<file path="src/rtl/hdc_class_ctrl.sv">
// Command sequencer for the gen_class HDC associative memory: issues one-cycle en
// pulses, collects inference results and keeps saturating usage statistics.
//
//   state  | meaning
//   IDLE   | ready for a command
//   ISSUE  | cls_en pulse to gen_class
//   GAP    | idle cycle after a train pulse
//   WAIT   | waiting CLASS_LAT cycles for predicted_label
//   RESP   | result held until consumer handshake
module hdc_class_ctrl #(
  parameter int DIMENSIONS = 5,
  parameter int CLASS_LAT  = 1,
  parameter int CNT_W      = 16
) (
  input  logic                  clk,
  input  logic                  rst,
  input  logic                  cmd_valid,
  output logic                  cmd_ready,
  input  logic                  cmd_op,
  input  logic                  cmd_label,
  input  logic [DIMENSIONS-1:0] cmd_hv,
  output logic                  cls_en,
  output logic                  cls_op,
  output logic                  cls_label,
  output logic [DIMENSIONS-1:0] cls_hv,
  input  logic                  predicted_label,
  output logic                  res_valid,
  input  logic                  res_ready,
  output logic                  res_label,
  input  logic                  clr_cnt,
  output logic [CNT_W-1:0]      train_cnt,
  output logic [CNT_W-1:0]      infer_cnt,
  output logic [CNT_W-1:0]      seizure_cnt
);

  localparam int LAT_W = (CLASS_LAT > 1) ? $clog2(CLASS_LAT) : 1;
  localparam logic [LAT_W-1:0] LAT_LOAD = LAT_W'(CLASS_LAT - 1);
  localparam logic [CNT_W-1:0] CNT_MAX = '1;

  typedef enum logic [2:0] {S_IDLE, S_ISSUE, S_GAP, S_WAIT, S_RESP} state_t;

  state_t                state_q, state_d;
  logic [LAT_W-1:0]      lat_q, lat_d;
  logic [DIMENSIONS-1:0] hv_q, hv_d;
  logic                  op_q, op_d;
  logic                  lbl_q, lbl_d;
  logic                  res_q, res_d;
  logic [CNT_W-1:0]      train_q, train_d;
  logic [CNT_W-1:0]      infer_q, infer_d;
  logic [CNT_W-1:0]      seiz_q, seiz_d;
  logic                  accept;
  logic                  resp_hs;

  assign cmd_ready = (state_q == S_IDLE) && !rst;
  assign accept    = cmd_valid && cmd_ready;
  assign resp_hs   = (state_q == S_RESP) && res_ready;

  always_comb begin
    state_d = state_q;
    lat_d   = lat_q;
    hv_d    = hv_q;
    op_d    = op_q;
    lbl_d   = lbl_q;
    res_d   = res_q;
    case (state_q)
      S_IDLE: begin
        if (accept) begin
          hv_d    = cmd_hv;
          op_d    = cmd_op;
          lbl_d   = cmd_label;
          state_d = S_ISSUE;
        end
      end
      S_ISSUE: begin
        if (op_q) begin
          lat_d   = LAT_LOAD;
          state_d = S_WAIT;
        end else begin
          state_d = S_GAP;
        end
      end
      S_GAP: state_d = S_IDLE;
      S_WAIT: begin
        // Down-counter reaches zero on the last latency cycle: sample the prediction then.
        if (lat_q == '0) begin
          res_d   = predicted_label;
          state_d = S_RESP;
        end else begin
          lat_d = lat_q - LAT_W'(1);
        end
      end
      S_RESP: begin
        if (res_ready) state_d = S_IDLE;
      end
      default: state_d = S_IDLE;
    endcase
  end

  // Counters saturate; a clear wins over any same-cycle increment.
  always_comb begin
    train_d = train_q;
    infer_d = infer_q;
    seiz_d  = seiz_q;
    if (clr_cnt) begin
      train_d = '0;
      infer_d = '0;
      seiz_d  = '0;
    end else begin
      if (accept && !cmd_op && train_q != CNT_MAX) train_d = train_q + CNT_W'(1);
      if (resp_hs && infer_q != CNT_MAX)           infer_d = infer_q + CNT_W'(1);
      if (resp_hs && res_q && seiz_q != CNT_MAX)   seiz_d  = seiz_q + CNT_W'(1);
    end
  end

  always_ff @(posedge clk) begin
    if (rst) begin
      state_q <= S_IDLE;
      lat_q   <= '0;
      hv_q    <= '0;
      op_q    <= 1'b0;
      lbl_q   <= 1'b0;
      res_q   <= 1'b0;
      train_q <= '0;
      infer_q <= '0;
      seiz_q  <= '0;
    end else begin
      state_q <= state_d;
      lat_q   <= lat_d;
      hv_q    <= hv_d;
      op_q    <= op_d;
      lbl_q   <= lbl_d;
      res_q   <= res_d;
      train_q <= train_d;
      infer_q <= infer_d;
      seiz_q  <= seiz_d;
    end
  end

  assign cls_en      = (state_q == S_ISSUE);
  assign cls_op      = op_q;
  assign cls_label   = lbl_q;
  assign cls_hv      = hv_q;
  assign res_valid   = (state_q == S_RESP);
  assign res_label   = res_q;
  assign train_cnt   = train_q;
  assign infer_cnt   = infer_q;
  assign seizure_cnt = seiz_q;

endmodule
</file>
<file path="config.mk">
export PLATFORM = sky130hd
export DESIGN_NAME = hdc_class_ctrl
export DESIGN_NICKNAME = d
export VERILOG_FILES = /design/src/rtl/hdc_class_ctrl.sv
export SDC_FILE = /design/constraint.sdc
export NUM_CORES = 1
export LEC_CHECK = 0
export CORE_MARGIN = 4
export CORE_UTILIZATION = 25
export DETAILED_ROUTE_END_ITERATION = 8
export PLACE_DENSITY_LB_ADDON = 0.25
export SLEW_MARGIN = 20
export SYNTH_ARGS = -nofsm -noshare
export SYNTH_HDL_FRONTEND = slang
export SYNTH_SLANG_ARGS = --single-unit
</file>
<file path="constraint.sdc">
create_clock -name clk -period 3.4 [get_ports clk]
set_input_delay 0.34 -clock clk [delete_from_list [all_inputs] [get_ports clk]]
set_output_delay 0.34 -clock clk [all_outputs]
set_load 0.01 [all_outputs]
</file>
# [Yosys cells after proc, flatten, opt, wreduce, memory -nomap -nowiden]
# Index checks and enable logic that the tools add are counted.
[totals] reg_bits=60 word_cells=49 input_bits=13
[op_classes] reduce_logical=17 n_eq_ne=10 mux=8 bitwise_logic=1 add_sub_neg=4
[op_table] cell="$add A16 B1 Y16 const B" n=3
[op_table] cell="$ne A16 B16 Y1 const B" n=3
[op_table] cell="$pmux W3 S4" n=1
[op_table] cell="$mux W3" n=3
[op_table] cell="$logic_and A1 B1 Y1" n=8
[op_table] cell="$reduce_and A2 Y1" n=3
[op_table] cell="$ne A2 B1 Y1 const B" n=2
[op_table] cell="$ne A2 B2 Y1 const B" n=2
[op_table] cell="$eq A3 B1 Y1 const B" n=1
[op_table] cell="$eq A3 B2 Y1 const B" n=1
[op_table] cell="$eq A3 B3 Y1 const B" n=1
[op_table] cell="$logic_not A3 Y1" n=1
[op_table] cell="$mux W1" n=3
[op_table] cell="$reduce_and A3 Y1" n=1
[op_table] cell="$logic_not A1 Y1" n=2
[op_table] cell="$pmux W1 S2" n=1
[op_table] cell="$reduce_bool A2 Y1" n=1
[op_table] cell="$reduce_or A2 Y1" n=1
[op_table] cell="$not A1 Y1" n=1
[op_table] cell="$sub A1 B1 Y1 const B" n=1

# [Longest topological paths before layout]
# Gate-level depths: netlist of the first run.
[logic_depth] ltp_word=5 mapped_depth=7

# [Worst setup path before layout of the first run]
# Ideal clock, no wire load.
[synth_path] path_type="register -> register" start="reg state_q[1]" end="reg train_q[14] (netlist: train_cnt[14])" path_stages_with_launch=5 required_time_ps=3330 synth_period_minus_slack_ps=2131 setup_time_ps=70 n_path_buf=0 setup_slack_ps=1269 arrival_time_ps=2061 path_cell_list="dfxtp_1 or4_4 or4_4 or4_1 a21oi_1"
[synth_between] elab_chain_len=5
[synth_rtl] element="from (decl)" line_no="42" source="state_t state_q, state_d;"
[synth_rtl] element="from (signal assigned)" line_no="127" source="state_q <= state_d;"
[synth_rtl] element="$logic_not A3 Y1" line_no="54" source="assign cmd_ready = (state_q == S_IDLE) && !rst;"
[synth_rtl] element="$logic_and A1 B1 Y1" line_no="54"
[synth_rtl] element="$logic_and A1 B1 Y1" line_no="55" source="assign accept = cmd_valid && cmd_ready;"
[synth_rtl] element="$logic_and A1 B1 Y1 (2 in a row)" line_no="109" source="if (accept && !cmd_op && train_q != CNT_MAX) train_d = train_q + CNT_W'(1);"
[synth_rtl] element="to (signal assigned)" line_no="133" source="train_q <= train_d;"
[synth_rtl] element="to (decl)" line_no="48" source="logic [CNT_W-1:0] train_q, train_d;"
# No other way between the ends.
# A chain may end at the register's enable or synchronous reset.

# [Final worst setup path of the first run]
[layout_path] start="reg state_q[1]" end="out cmd_ready"
[layout_between] elab_chain_len=2
[layout_rtl] element="$logic_not A3 Y1" line_no="54"
[layout_rtl] element="$logic_and A1 B1 Y1" line_no="54"
[layout_rtl] element="to (decl)" line_no="18" source="output logic cmd_ready,"
# No other way between the ends.

==> impl_metrics.ini, run 1 <==
[outcome]
status = finished, final reports clean

[synthesis]
synth_seq_area_share_pct = 40.6
async_flop_share_pct = 0
syn_area_mm2 = 0.00291
synth_ff_type = dfxtp_1
ys_ff_latch = 59
synth_edf_count = 0
ys_types = 38
synth_area_per_cell_um2 = 8.34
syn-num-nets = 365
syn-instance-count = 349
yosys_warnings = 0

[die]
die_area_mm2 = 0.0134
fp.dieW_um = 116
core_area_mm2 = 0.0114
rows = 39
fp.dieH_um = 116
start_util_pct = 25.5
io_pins = 72

[critical_path]
crit_path_start_kind = register
cp_num_buf_inv = 2
critPathCaptureType = output port
crit_slowest_cell = or4_4
path_max_fanout = 7
crit_type = register to output port
path_delay_family = buffers and inverters
critPathMaxStageDelay_ns = 0.57
worst_ep_arrival_time_ns = 2.02
path_cells = or4_4, inv_1, clkdlybuf4s50_1
crit_required_ns = 3.06

[clock_network]
clk_pin_slew_worst_paths_ns = 0.06
cts_buffers = 9
clock_sinks = 59
post_cts_buffers = 0
htree_num_levels = 3
worstSkewPairLatency_ns = 0.33
hold_buffers = 0
cts-root-buf = clkbuf_16
cts_resized = 0
clockBufferDepth = 2
tritoncts = done

[sta]
hold_viol_final = 0
setup_ws_ns = 1.04
fin_skew_ns = 0.00824
final.setup.tns_ns = 0
period_share_pct = 69.3
post-route-min-period_ns = 2.36
setup_viol = 0
worst_slew_pin_slew_ns = 0.973
slew_headroom_pct = 35.1
hold_slack_ns = 0.477
maxSlewViolCount = 0
fmax_ghz = 0.424
grt_setup_unrepaired = no

[global_routing]
grt_pass1_wl_um = 13800
grt_pass1_vias = 2794
grt_overflow = 0
met2_usage_pct = 19.6
grt_max_degree = 47
grt_use_total_pct = 13.0
grt_util_met3_pct = 3.39
busiest_layer = met2
use_met1_pct = 17.1
antenna_found_initial = 0

[min_path]
hold_class = register to register

[drt]
drt-total-wl_um = 8580
viasPerCell = 5.35
via_count = 3045
wl_per_cell_um = 15.1
drt_iter0_drc = 180
drc_errors = 0
dr.pass1.iters = 4
ant_nets = 0

[placement]
gp_congestion = 0.807
dp_hpwl_um = 5930
port_buffers = 71
pre_cts_slack_ns = 0.818
placed_area_mm2 = 0.00379

[final_layout]
utilization_pct = 35.9
final_area_mm2 = 0.00409
layout_commonest_cell = clkdlybuf4s50_1
drive_gt1_share_pct = 6.81
diodes = 0
final_cell_mix = 71 x clkdlybuf4s50_1, 59 x dfxtp_1, 44 x a21oi_1
syn2layout_area_growth_pct = 40.7
fin_nets = 437

[power_and_ir_drop]
power_frac_comb_pct = 4.5
p_sw_share_pct = 23.3
power_density_mw_per_mm2 = 417
switchingPower_w = 0.000398
clkPwrFrac_pct = 54.1
ir_worst_vdd_v = 0.000162
power_leakage_nw = 1.21
seq_power_share_pct = 41.5
p_int_w = 0.00131

[run]
max-cap-violations = 0
-- layout make-up --
cell class,count,area (µm²)
fillers,1199,7320
multi-input cells,270,1670
flip-flops and latches,59,1180
repair buffers,75,741
clock buffers,9,225
well taps,143,179
clock inverters,7,78.8
inverters,6,22.5
-- power groups by stage --
stage,combinational (W),clock [W],sequential [W]
after global placement,0.0000774,0,0.000722
after floorplan,0.0000317,0,0.000723
after global routing,0.0000836,0.000976,0.000708
final,0.0000760,0.000923,0.000707
after detailed placement,0.0000769,0,0.000722
after CTS,0.0000773,0.000946,0.000707
-- cells by family after synthesis --
kind of cell	Yosys count	synth area share (%)
adder cells (fa/ha/maj)	3	1.29
AND/OR/NAND/NOR	166	34.2
multiplexers	2	0.688
buffers and inverters	20	2.58
flip-flops	59	40.6
AO/OA/AOI/OAI	99	20.7
-- worst min-delay path, delay by kind of cell, from the launching register on --
kind	cells	cell delay, ns
DFF	1	0.31
and+or+nand+nor	2	0.13
-- registers in the layout, summed over array words and instances, names as in the netlist --
register,flops
cls_hv,5
train_cnt,16
cls_label,1
state_q,3
cls_op,1
res_label,1
infer_cnt,16
seizure_cnt,16
-- cell usage after synthesis, types with 3 or more instances --
cell type | count | area share, %
inv_1 | 6 | 0.77
nand3_1 | 16 | 2.8
nand3b_1 | 9 | 2.3
o21ai_0 | 18 | 3.1
nand4_1 | 19 | 4.1
ha_1 | 3 | 1.3
a21oi_1 | 44 | 7.6
dfxtp_1 | 59 | 41
and4_1 | 6 | 1.8
nand2_1 | 34 | 4.4
or4_1 | 23 | 5.9
o31ai_1 | 24 | 6.2
or3_1 | 15 | 3.2
nor4_1 | 8 | 1.7
clkbuf_1 | 13 | 1.7
and3_1 | 5 | 1.1
o41ai_1 | 3 | 0.90
and2_1 | 4 | 0.86
or2_2 | 3 | 0.64
nor2_1 | 8 | 1.0
nor3b_1 | 4 | 1.0
nor3_1 | 3 | 0.52
-- routing by layer --
layer / wire length (µm) / share of wire [%] / vias up
met4: 195 / 2.3 / 0
met5: 0 / 0 / -
met2: 3860 / 45 / 73
met1: 4080 / 48 / 1436
li1: - / - / 1524
met3: 447 / 5.2 / 12
-- metrics by stage --
stage | power (W) | std cells
6_report | 0.00171 | 569
5_1_grt | 0.00177 | 569
4_1_cts | 0.00173 | 569
3_5_place_dp | 0.000799 | 553
3_3_place_gp | 0.000799 | 553
2_1_floorplan | 0.000755 | 349
-- final timing paths --
kind	from	endpoint	slack, ns	depth (start not counted)
max	state_q[1]$_SDFFE_PP0P_	cmd_ready	1.04	3
min	cls_hv[1]$_SDFFE_PP0P_	cls_hv[1]$_SDFFE_PP0P_	0.48	2
max reg2reg	state_q[1]$_SDFFE_PP0P_	train_cnt[14]$_SDFFE_PP0P_	1.15	4
min reg2reg	cls_hv[1]$_SDFFE_PP0P_	cls_hv[1]$_SDFFE_PP0P_	0.48	2
No activity file was read; power rests on OpenSTA's default activity.
==> run 2, diff against run 1 <==
==> constraint.sdc (replaced) <==
create_clock -name clk -period 2.03 [get_ports clk]
set_input_delay 0.203 -clock clk [delete_from_list [all_inputs] [get_ports clk]]
set_output_delay 0.203 -clock clk [all_outputs]
set_load 0.01 [all_outputs]
==> run 2 against run 1 <==
Net effect: sequential power is 67% higher; core utilization increased by 2.7 points; clock power grew 65%; die area unchanged; setup slack lost 1.0 ns; non-clock buffer count is 37 higher; clock skew decreased by 0.0020 ns; sequential cell count is the same; design area increased by 7.5%.
==> impl_metrics.ini, run 2 (same netlist as run 1, synthesis figures left out) <==
[drt]
drt-total-wl_um = 9000
via_count = 3175
viasPerCell = 5.25
drt_iter0_drc = 176
wl_per_cell_um = 14.9
met1_length_um = 4380
ant_nets = 0
dr_wl_met2_um = 4070
top_layer_used = met4
dr.pass1.iters = 4
drc_errors = 0
wl_met3_um = 469

[global_routing]
grt_use_total_pct = 13.6
antenna_found_initial = 0
grt_pass1_wl_um = 14600
grt_max_degree = 20
grt_overflow = 0
grt_pass1_vias = 2923

[sta]
setup_ws_ns = 0.0104
post-route-min-period_ns = 2.02
maxSlewViolCount = 0
fin_skew_ns = 0.00626
grt_setup_unrepaired = yes
worst_slew_pin_slew_ns = 0.659
setup_viol = 0
fmax_ghz = 0.495
period_share_pct = 99.5
slew_headroom_pct = 55.7
hold_viol_final = 0

[critical_path]
crit_required_ns = 2.29
worst_ep_arrival_time_ns = 2.28
path_max_fanout = 5
critPathCaptureType = register
crit_path_start_kind = register
crit_type = register to register
r2r_setup_slack_ns = 0.01

[power_and_ir_drop]
total_power_w = 0.00285
ir_worst_vdd_v = 0.000438
seq_power_share_pct = 41.4
p_int_w = 0.00226
power_leakage_nw = 1.42
switchingPower_w = 0.000593
clkPwrFrac_pct = 53.3
power_frac_comb_pct = 5.3
p_sw_share_pct = 20.8
power_density_mw_per_mm2 = 648

[placement]
pre_cts_slack_ns = -0.323
port_buffers = 71
dp_hpwl_um = 6380
gp_congestion = 0.806

[die]
start_util_pct = 25.5
io_pins = 72
fp.dieW_um = 116
die_area_mm2 = 0.0134
fp.dieH_um = 116
core_area_mm2 = 0.0114
rows = 39

[final_layout]
layout_commonest_cell = clkdlybuf4s50_1
drive_gt1_share_pct = 15.2
syn2layout_area_growth_pct = 51.2
final_cell_mix = 69 x clkdlybuf4s50_1, 58 x dfxtp_1, 42 x a21oi_1
diodes = 0
fin_nets = 474

[clock_network]
tritoncts = done
cts_buffers = 9
worstSkewPairLatency_ns = 0.32
cts-root-buf = clkbuf_16
htree_num_levels = 3
clockBufferDepth = 2
clock_sinks = 59
clk_pin_slew_worst_paths_ns = 0.05

[run]
max-cap-violations = 0

[outcome]
status = finished, final reports clean

[min_path]
hold_class = primary input to register
-- run 2: cell types whose count changed in the layout (fill, tap and decap cells not counted), moves of 2 or more --
cell / previous run / this run
or4_4: 2 / 4
clkdlybuf4s50_1: 71 / 69
clkbuf_1: 0 / 2
clkinv_4: 3 / 0
buf_4: 4 / 40
a21oi_1: 44 / 42
a21oi_2: 0 / 2
clkbuf_8: 0 / 2
or4_1: 23 / 21
clkinvlp_4: 3 / 0
-- run 2: path summary, 6_finish.rpt --
path              cells past startpoint                    start                          to
setup / recovery                      4  state_q[1]$_SDFFE_PP0P_  train_cnt[10]$_SDFFE_PP0P_
hold / removal                        3                cmd_hv[0]      cls_hv[0]$_SDFFE_PP0P_
setup reg to reg                      4  state_q[1]$_SDFFE_PP0P_  train_cnt[10]$_SDFFE_PP0P_
hold reg to reg                       2   cls_hv[0]$_SDFFE_PP0P_      cls_hv[0]$_SDFFE_PP0P_
-- run 2: critical path: stages (launching register included) --
cell and delay, ns:
dfxtp_2 0.32, or4_4 0.55, or4_4 0.53, or4_4 0.44
a21oi_2 0.12
-- run 2: power groups by stage --
stage                     Sequential (W)  Combinational [W]  Clock (W)
final                            0.00118           0.000151    0.00152
after global routing             0.00118           0.000165    0.00163
after CTS                        0.00118           0.000152    0.00157
after detailed placement         0.00121           0.000152          0
after global placement           0.00121           0.000152          0
after floorplan                  0.00121          0.0000531          0
-- run 2: repair_timing --
action,in CTS,in global routing
hold buffers,0,0
endpoints found under the setup margin,4,9
resized for setup,2,9
pin swaps,6,7
buffers inserted,1,5
-- run 2: layer usage --
layer,vias up,track usage (%)
met1,1509,18.2
li1,1592,-
met2,67,20.9
met5,-,0
met4,0,5.10
met3,7,3.71
-- run 2: through the flow --
stage,hold WS [ns],instance area [µm²],utilization (%),cells,TNS [ns]
floorplan,0.267,2920,-,349,-0.0346
global placement,0.460,4020,35.2,584,-1.81
detailed placement,0.464,4020,35.2,584,-2.83
CTS,0.394,4330,37.9,600,-0.0474
global route,0.402,4400,38.5,605,-0.0416
finish,0.410,4400,38.5,605,0
-- run 2: cell type report --
cell class / count / area [µm²]
Timing Repair Buffer: 112 / 1020
Clock inverter: 2 / 35.0
Multi-Input combinational cell: 270 / 1700
Sequential cell: 59 / 1180
Tap cell: 143 / 179
Clock buffer: 13 / 260
Fill cell: 1191 / 7020
Inverter: 6 / 22.5
==> run 3, diff against run 2 <==
--- a/config.mk
+++ b/config.mk
@@ -8,6 +8,7 @@
 export CORE_MARGIN = 4
 export CORE_UTILIZATION = 25
 export DETAILED_ROUTE_END_ITERATION = 8
+export MAX_ROUTING_LAYER = met4
 export PLACE_DENSITY_LB_ADDON = 0.25
 export SLEW_MARGIN = 20
 export SYNTH_ARGS = -nofsm -noshare
==> constraint.sdc (replaced) <==
create_clock -name clk -period 2.2 [get_ports clk]
set_input_delay 0.22 -clock clk [delete_from_list [all_inputs] [get_ports clk]]
set_output_delay 0.22 -clock clk [all_outputs]
set_load 0.01 [all_outputs]
==> run 3 against run 2 <==
Net effect: register-to-register slack improved by 0.04 ns; critical path depth unchanged; non-clock buffer count decreased by 13; combinational power decreased by 9%; highest routed layer unchanged; design area decreased by 2.0%; power decreased by 3.3%.
==> impl_metrics.ini, run 3 (same netlist as run 1, synthesis figures left out) <==
[sta]
worst_slew_pin_slew_ns = 0.502
slew_headroom_pct = 66.2
post-route-min-period_ns = 2.15
grt_setup_unrepaired = no
fmax_ghz = 0.465
setup_ws_ns = 0.0473
period_share_pct = 97.9
hold_slack_ns = 0.432
setup_viol = 0
fin_skew_ns = 0.00846
hold_viol_final = 0
maxSlewViolCount = 0

[drt]
wl_per_cell_um = 14.7
drc_errors = 0
ant_nets = 0
drt_iter0_drc = 329
dr.pass1.iters = 4
viasPerCell = 5.31
drt-total-wl_um = 8730
via_count = 3150

[global_routing]
grt_overflow = 0
grt_pass1_wl_um = 14500
grt_pass1_vias = 2917
grt_use_total_pct = 13.6
antenna_found_initial = 0
grt_max_degree = 32

[final_layout]
layout_commonest_cell = clkdlybuf4s50_1
syn2layout_area_growth_pct = 48.2
diodes = 0
fin_nets = 461
final_cell_mix = 70 x clkdlybuf4s50_1, 59 x dfxtp_1, 43 x a21oi_1
drive_gt1_share_pct = 11.8

[critical_path]
crit_slowest_cell = or4_4
crit_path_start_kind = register
crit_required_ns = 2.45
cpMostUsedCell = or4_4
path_cells = or4_4, or4_4, or4_1, a21oi_2
path_max_fanout = 3
crit_type = register to register
worst_ep_arrival_time_ns = 2.40
cp_num_buf_inv = 0
critPathCaptureType = register
critPathMaxStageDelay_ns = 0.55
path_delay_family = simple AND/OR/NAND/NOR gates

[die]
die_area_mm2 = 0.0134
fp.dieW_um = 116
rows = 39
core_area_mm2 = 0.0114
start_util_pct = 25.5
fp.dieH_um = 116
io_pins = 72

[power_and_ir_drop]
seq_power_share_pct = 39.5
p_sw_share_pct = 20.1
switchingPower_w = 0.000555
power_leakage_nw = 1.35
ir_worst_vdd_v = 0.000308
power_density_mw_per_mm2 = 640
clkPwrFrac_pct = 55.5
power_frac_comb_pct = 5.0
p_int_w = 0.00221

[clock_network]
htree_num_levels = 3
cts_resized = 1
post_cts_buffers = 0
cts-root-buf = clkbuf_16
clk_pin_slew_worst_paths_ns = 0.06
cts_buffers = 9
clock_sinks = 59
hold_buffers = 0
worstSkewPairLatency_ns = 0.32
tritoncts = done
clockBufferDepth = 2

[run]
max-cap-violations = 0

[min_path]
hold_class = primary input to register

[placement]
port_buffers = 71
dp_hpwl_um = 6250
pre_cts_slack_ns = -0.222
gp_congestion = 0.866

[outcome]
status = finished, final reports clean
run 3: worst reg2reg max path: cells and delay by family, from the launching register on:
family	cells	cell delay [ns]
DFF	1	0.31
and+or+nand+nor	3	1.63
AOI/OAI and AO/OA	1	0.15
run 3: stage by stage:
stage          util, %  cells  TNS (ns)  area, µm²  total power [W]
2_1_floorplan        -    349         0       2910          0.00117
3_5_place_dp      34.9    577     -1.27       3980          0.00125
4_1_cts           37.7    593         0       4310          0.00281
5_1_grt           37.8    593         0       4310          0.00287
3_3_place_gp      34.9    577     -1.04       3980          0.00125
6_report          37.8    593         0       4310          0.00276
run 3: path summary, 6_finish.rpt:
kind                                              start                         end  slack (ns)  depth (start not counted)
worst min-delay path                          cmd_hv[3]      cls_hv[3]$_SDFFE_PP0P_        0.43                          3
worst max register to register  state_q[1]$_SDFFE_PP0P_  train_cnt[14]$_SDFFE_PP0P_        0.05                          4
worst max-delay path            state_q[1]$_SDFFE_PP0P_  train_cnt[14]$_SDFFE_PP0P_        0.05                          4
worst min register to register   cls_hv[2]$_SDFFE_PP0P_      cls_hv[2]$_SDFFE_PP0P_        0.48                          2
run 3: layout make-up:
| cell class | count | area (µm²) |
|---|---|---|
| clock inverters | 4 | 72.6 |
| fillers | 1192 | 7100 |
| inverters | 6 | 22.5 |
| multi-input cells | 270 | 1670 |
| clock buffers | 12 | 256 |
| flip-flops and latches | 59 | 1180 |
| well taps | 143 | 179 |
| repair buffers | 99 | 932 |
run 3: metal layers:
layer	share of wire [%]	GRT usage [%]	wire (µm)	up-vias
li1	-	-	-	1579
met1	47	17.7	4090	1467
met2	47	21.0	4100	98
met3	5.2	2.92	456	6
met4	0.97	4.56	85	0
met5	0	-	0	-
run 3: power groups by stage:
stage | combinational [W] | clock (W) | sequential (W)
2_1_floorplan | 0.0000490 | 0 | 0.00112
3_3_place_gp | 0.000139 | 0 | 0.00111
3_5_place_dp | 0.000140 | 0 | 0.00111
4_1_cts | 0.000139 | 0.00158 | 0.00109
5_1_grt | 0.000150 | 0.00163 | 0.00109
6_report | 0.000138 | 0.00153 | 0.00109
